**src/rtl/alu_arbiter.sv**
```systemverilog
// ---------------------------------------------------------------------------
// alu_arbiter
//
// Purpose:
//   Shares one external combinational ALU between two requesters. In IDLE a
//   winner is chosen among the pending requests, its operands and opcode are
//   latched, and the latched values are presented to the ALU for exactly one
//   EXEC cycle. The ALU result and zero flag are captured at the end of EXEC
//   and held in RESP until the winning requester takes them.
//
// Configuration:
//   ALU_ARB_RR_EN  defined   -> when both requesters are valid, the one that
//                               was not granted last wins (round-robin).
//                  undefined -> requester 0 always wins a tie (fixed priority).
//
// Parameters:
//   W    operand / result width
//   OPW  ALU opcode width
//
// Ports:
//   clk                      sole clock, rising edge
//   rst_n                    synchronous active-low reset
//   req0_valid, req1_valid   requester has an operation pending
//   req0_ready, req1_ready   operation accepted this cycle (IDLE only)
//   req0_a/b, req1_a/b       operands per requester
//   req0_op, req1_op         ALU opcode per requester, passed through unchanged
//   rsp0_valid, rsp1_valid   result available for that requester
//   rsp0_ready, rsp1_ready   requester consumes its result
//   rsp_result, rsp_zero     shared registered result and zero flag
//   alu_a, alu_b, alu_op     drive the external ALU (zero outside EXEC)
//   alu_result, alu_zero     external ALU outputs
// ---------------------------------------------------------------------------
module alu_arbiter #(
    parameter int W   = 32,
    parameter int OPW = 4
) (
    input  logic           clk,
    input  logic           rst_n,

    input  logic           req0_valid,
    output logic           req0_ready,
    input  logic [W-1:0]   req0_a,
    input  logic [W-1:0]   req0_b,
    input  logic [OPW-1:0] req0_op,

    input  logic           req1_valid,
    output logic           req1_ready,
    input  logic [W-1:0]   req1_a,
    input  logic [W-1:0]   req1_b,
    input  logic [OPW-1:0] req1_op,

    output logic           rsp0_valid,
    input  logic           rsp0_ready,
    output logic           rsp1_valid,
    input  logic           rsp1_ready,
    output logic [W-1:0]   rsp_result,
    output logic           rsp_zero,

    output logic [W-1:0]   alu_a,
    output logic [W-1:0]   alu_b,
    output logic [OPW-1:0] alu_op,
    input  logic [W-1:0]   alu_result,
    input  logic           alu_zero
);

    typedef enum logic [1:0] {
        IDLE = 2'd0,
        EXEC = 2'd1,
        RESP = 2'd2
    } state_t;

    state_t         state;
    logic [W-1:0]   a_q;
    logic [W-1:0]   b_q;
    logic [OPW-1:0] op_q;
    logic           win_q;

    logic           any_req;
    logic           grant_id;
    logic           accept;
    logic           in_exec;
    logic           in_resp;
    logic           win_rsp_ready;

`ifdef ALU_ARB_RR_EN
    // Identity of the requester granted most recently. Resets to 1 so that
    // requester 0 wins the first tie after reset.
    logic           last_grant;

    // Round-robin winner selection. A lone requester always wins; on a tie
    // the requester that was not granted last takes its turn.
    always_comb begin
        grant_id = 1'b0;
        if (req0_valid && req1_valid) begin
            grant_id = ~last_grant;
        end else if (req1_valid) begin
            grant_id = 1'b1;
        end
    end
`else
    // Fixed-priority winner selection: requester 0 wins whenever it is
    // valid, requester 1 only when it is alone.
    always_comb begin
        grant_id = 1'b0;
        if (!req0_valid && req1_valid) begin
            grant_id = 1'b1;
        end
    end
`endif

    // Handshake decode. Acceptance only happens in IDLE and never while reset
    // is asserted, because the state register may still hold anything until
    // the first reset edge.
    always_comb begin
        any_req       = req0_valid | req1_valid;
        accept        = rst_n && (state == IDLE) && any_req;
        req0_ready    = accept && !grant_id;
        req1_ready    = accept &&  grant_id;
        in_exec       = rst_n && (state == EXEC);
        in_resp       = rst_n && (state == RESP);
        win_rsp_ready = win_q ? rsp1_ready : rsp0_ready;
    end

    // ALU drive and response valid decode. The ALU sees the latched operands
    // only in EXEC and all zeros otherwise. The response valid goes only to
    // the latched winner; the other requester never sees it.
    always_comb begin
        alu_a      = in_exec ? a_q  : '0;
        alu_b      = in_exec ? b_q  : '0;
        alu_op     = in_exec ? op_q : '0;
        rsp0_valid = in_resp && !win_q;
        rsp1_valid = in_resp &&  win_q;
    end

    // Main sequencer. IDLE latches the winner's operation, EXEC captures the
    // ALU output, RESP holds the result until the winner's rsp ready is seen.
    // The non-winner's rsp ready and any rsp ready outside RESP are ignored.
    // Reset drops any in-flight operation so no response is ever issued for it.
    always_ff @(posedge clk) begin
        if (!rst_n) begin
            state      <= IDLE;
            a_q        <= '0;
            b_q        <= '0;
            op_q       <= '0;
            win_q      <= 1'b0;
            rsp_result <= '0;
            rsp_zero   <= 1'b0;
`ifdef ALU_ARB_RR_EN
            last_grant <= 1'b1;
`endif
        end else begin
            case (state)
                IDLE: begin
                    if (any_req) begin
                        a_q   <= grant_id ? req1_a  : req0_a;
                        b_q   <= grant_id ? req1_b  : req0_b;
                        op_q  <= grant_id ? req1_op : req0_op;
                        win_q <= grant_id;
`ifdef ALU_ARB_RR_EN
                        last_grant <= grant_id;
`endif
                        state <= EXEC;
                    end
                end
                EXEC: begin
                    rsp_result <= alu_result;
                    rsp_zero   <= alu_zero;
                    state      <= RESP;
                end
                RESP: begin
                    if (win_rsp_ready) begin
                        state <= IDLE;
                    end
                end
                default: begin
                    state <= IDLE;
                end
            endcase
        end
    end

endmodule
```
**config.mk**
```make
export PLATFORM = sky130hd
export DESIGN_NAME = alu_arbiter
export DESIGN_NICKNAME = d
export VERILOG_FILES = /design/src/rtl/alu_arbiter.sv
export SDC_FILE = /design/constraint.sdc
export NUM_CORES = 1
export LEC_CHECK = 0
export BUFFER_PORTS_ARGS = -buffer_cell sky130_fd_sc_hd__buf_2
export CAP_MARGIN = 40
export CORE_ASPECT_RATIO = 1.1
export CORE_MARGIN = 4
export CORE_UTILIZATION = 49
export CTS_CLUSTER_DIAMETER = 150
export DETAILED_ROUTE_END_ITERATION = 7
export MAX_ROUTING_LAYER = met4
export PLACE_DENSITY = 0.95
export SLEW_MARGIN = 20
export SYNTH_ARGS = -nofsm -noshare
export SYNTH_HDL_FRONTEND = slang
export SYNTH_SLANG_ARGS = --single-unit
```
**constraint.sdc**
```tcl
create_clock -name clk -period 2.7 [get_ports clk]
set_input_delay 0.135 -clock clk [delete_from_list [all_inputs] [get_ports clk]]
set_output_delay 0.135 -clock clk [all_outputs]
set_load 0.02 [all_outputs]
```
* After elaboration in Yosys (flattened, before gate mapping)
Index checks and enable logic that the tools add are counted.
W data, S select, Z words.
** Word-level totals
- Register bits after elaboration :: 104
- Input port bits :: 175
- Output and inout bits :: 105
- Logic and storage cells :: 38
** Cells by class
- Eq/ne operators :: 4
- Multiplexer cells :: 11
- Bitwise gates (word level) :: 1
- Reductions and logical operators :: 15
** Operator list (count)
- $mux W32 :: 4
- $logic_and A1 B1 Y1 :: 9
- $mux W4 :: 2
- $pmux W2 S3 :: 1
- $mux W2 :: 2
- $ne A2 B2 Y1 const B :: 2
- $reduce_and A2 Y1 :: 2
- $logic_not A1 Y1 :: 3
- $eq A2 B1 Y1 const B :: 1
- $eq A2 B2 Y1 const B :: 1
- $logic_not A2 Y1 :: 1
- $mux W1 :: 2
- $or A1 B1 Y1 :: 1

* Longest topological paths before layout
- Depth after elaboration :: 5
- Depth in mapped cells :: 6
- Mapped depth without buffers :: 3

* Worst setup path after synthesis
Ideal clock, no wire load.
- Kind :: reg-to-output
- Start :: reg state[0]
- End :: out req1_ready
- Arrival time :: 1.236 ns
- Data required time :: 2.565 ns
- Path slack :: 1.329 ns
- Stages on the path, launching flop included :: 6
- Buffers on the path :: 2
- Cell sequence :: dfxtp_1 -> or2_1 -> buf_6 -> buf_2 -> nor3_2 -> and2_1
** Between the ends
- Longest elaborated chain between the ends :: 4
** RTL lines
- from (decl) :: line 72 : state_t state;
- from (signal assigned) :: line 141 : state <= IDLE;
- from (signal assigned) :: line 162 : state <= EXEC;
- from (signal assigned) :: line 168 : state <= RESP;
- $logic_not A2 Y1 :: line 116 : accept = rst_n && (state == IDLE) && any_req;
- $logic_and A1 B1 Y1 (2 in a row) :: line 116
- $logic_and A1 B1 Y1 :: line 118 : req1_ready = accept && grant_id;
- to (decl) :: line 47 : output logic req1_ready,
Every way passes these cells.

* Worst setup path in the final report
- Start :: reg state[1]
- End :: out req1_ready
The elaborated chain is that of the path after synthesis.

==> summary.md <==
| Metric | Value |
|---|---|
| Status | completed |
| Sequential-to-total area share from yosys stat | 40.3% |
| Synthesized cell area | 0.00517 sq mm |
| Die Height | 116 um |
| Iteration count of the initial detailed-routing pass | 5 |
| Final Skew | 13.1 ps |
| Max incr delay on CP | 580 ps |
| Antenna violations before repair | 1 |
| Num CTS Buffers | 9 |
| Post-synth top area share | 40.3% |
| Post-Place Setup Slack | 870 ps |
| Core area | 0.0103 sq mm |
| Number of flops mapped to enable cells by yosys | 0 |
| CP max FO | 69 |
| Post-synthesis mux area share | 0.387% |
| HP Class | input port to flop |
| Crit start category | flop |
| Post-CTS sizing | 0 |
| Routed wire per std cell | 14.7 um |
| Period utilization | 79.1% |
| Sw frac | 28.2% |
| CTS tree | done |
| Most area-hungry cell type in the Yosys netlist | dfxtp_1 |
| Post-Synth Simple-Gate Area | 28.2% |
| ANT nets after route | 0 |
| Critical Path End Type | output pin |
| Die Span X | 106 um |
| Synthesized area per cell | 8.14 sq um |
| Asr flop ratio synth | 0% |
| HPWL after DPL | 10,700 um |
| RR Endpoint | win_q |
| Vias in the first global route | 4,734 |
| Req. time, crit path | 2570 ps |
| Most numerous cell in the Yosys netlist | dfxtp_1 |
| Main combinational cell family by area after synthesis | simple AND/OR/NAND/NOR gates |
| Mapped Cells | 635 |
| Post-CTS setup buffer count | 0 |
| Setup tns final | 0 ps |
| Net count after synthesis | 810 |
| I/O pins | 280 |
| Clk_lat worst skew | 330 ps |
| Primary FF master, synth | dfxtp_1 |
| WL final | 14,800 um |
| Final GP Congestion | 0.779 |
| CP arrival | 2000 ps |
| CP Launch Point | state[1] |
| Min setup slack post-route | 564 ps |
| Leakage | 3.47 nW |
| Ranking of synthesized cells by area | dfxtp_1 (40%), o221a_1 (15%), a21oi_1 (10%) |
| YS warnings | 0 |
| Total power | 4.01 mW |
| Final hold vios | 0 |
| Die area | 0.0123 sq mm |
| Congestion Overflow GR | 0 |
| Post-Synth Adder-Cell Area | 0% |
| P&R area growth vs syn | 33.0% |
| #FFs+latches synth | 104 |
| Compound-Gate Fraction of Synth Area | 24.8% |
| Largest net degree at the start of global routing | 127 |
| Max cap viols | 0 |
| Crit path capture | req1_ready |
| Initial cell density of the core | 50.0% |
| Total Routing Usage GR | 23.4% |
| Reg2reg path depth | 4 |
| Sw Pwr | 1.13 mW |
| Port buffer count | 279 |
| Internal | 2.88 mW |
| Endpoints failing setup | 0 |
| RR Startpoint | state[1] |
| H-tree levels | 3 |
| RSZ-0062 raised after global routing | no |
| DRC viols | 0 |
| Max rail drop VDD | 0.358 mV |
| Slew Viols, Final | 0 |
| Maximum clock path buffer count | 2 |
| Layout Nets | 1,037 |
| Clock tree sinks | 104 |
| Worst-Margin Slew | 724 ps |
| Clk root buf | clkbuf_16 |
| R2r setup slk | 1000 ps |
| Post-synth top cells | dfxtp_1 (104), a21oi_1 (103), and3_1 (70), nor2_1 (70), nor2b_1 (70) |
| Slew Limit Headroom | 51.7% |
| First-pass GRT wire length | 22,900 um |
| Clock network fraction of design power | 34.9% |
| Vias after detailed routing | 5,331 |
| Crit-path slowest cell | buf_4 |
| Xor-xnor portion of the synthesized cell area | 0% |
| Row count | 39 |
| Critical path type | flop to output pin |
| Pwr per Cell Area | 583 mW/mm^2 |
| Share of cells above drive strength 1 | 35.8% |
| Cell Chain, Critical Path | or2_2 > buf_4 > nor3_2 > and2_1 > buf_2 |
| Avg Vias per Cell | 5.27 |
| Yosys cell types | 23 |
| DRT iter0 DRCs | 360 |
| Max Fclk | 468 MHz |
| Tmin final | 2140 ps |
| Reg power frac | 44.2% |
| Cts hold-fix bufs | 0 |
| Logic pwr share | 20.9% |
| CTS clock-pin slew for the worst setup and hold paths | 70 ps |
## worst max-delay path: cells and delay by family (launching register included)
family        cells  cell delay (ps)
simple gates      3              530
buf+inv           2              740
flops             1              420
## sequential cells by signal, summed over array words and instances (netlist names)
name	flops
b_q	32
state	2
rsp_zero	1
op_q	4
a_q	32
win_q	1
rsp_result	32
## cell families (layout without fill, tap and decap cells)
kind of cell	after synthesis	in the layout
AOI/OAI and AO/OA	172	172
buffers and inverters	72	304
and+or+nand+nor	285	285
muxes	2	2
other	0	1
DFF	104	104
## metrics by stage
stage / instances / hold WS (ps) / util (%) / area [sq um]
final: 1011 / 35.1 / 66.4 / 6870
after global routing: 1011 / 31.3 / 66.4 / 6870
after CTS: 1010 / 23.4 / 66.4 / 6870
after detailed placement: 994 / 382 / 63.2 / 6540
after global placement: 994 / 376 / 63.2 / 6540
after floorplan: 635 / 271 / - / 5170
## worst min-delay path by stage
stage	from	cells past startpoint	endpoint	slack [ps]
2_1_floorplan	alu_result[10]	2	rsp_result[10]	270
3_5_place_dp	alu_result[17]	3	rsp_result[17]	380
5_1_grt	alu_result[16]	3	rsp_result[16]	30
3_3_place_gp	alu_result[30]	3	rsp_result[30]	380
4_1_cts	alu_result[22]	3	rsp_result[22]	20
6_report	alu_result[22]	3	rsp_result[22]	40
## power by group through the flow
stage / registers, mW / clock network, mW / logic (mW)
floorplan: 1.82 / 0 / 0.530
global placement: 1.80 / 0 / 0.817
detailed placement: 1.81 / 0 / 0.839
CTS: 1.77 / 1.43 / 0.839
global route: 1.79 / 1.51 / 0.920
finish: 1.77 / 1.40 / 0.836
## area by class of cell
| cell class | count | area (sq um) |
|---|---|---|
| Clock buffer | 9 | 225 |
| Sequential cell | 104 | 2080 |
| Tap cell | 143 | 179 |
| Antenna cell | 1 | 2.50 |
| Multi-Input combinational cell | 459 | 2770 |
| Inverter | 1 | 3.75 |
| Timing Repair Buffer | 287 | 1510 |
| Clock inverter | 7 | 100 |
| Fill cell | 875 | 3470 |
## cells in the final DEF (no fill, tap or decap), types with 2 or more instances in the layout
master	Yosys	layout
nor2_1	70	70
mux2i_1	2	2
buf_4	0	6
nor2b_1	70	69
bufinv_16	0	2
dfxtp_1	104	104
inv_6	0	3
buf_2	21	277
and3_1	70	70
nand2_1	67	67
buf_12	0	4
o221a_1	67	67
clkbuf_16	0	9
or2_2	1	2
a21oi_1	103	103
## per-layer routing
metal	share of wire, %	global-route usage (%)
met1	42	27.7
met2	50	40.9
met3	6.7	5.68
met4	1.0	4.58
met5	0	-
Power figures use the tool's default switching activity.
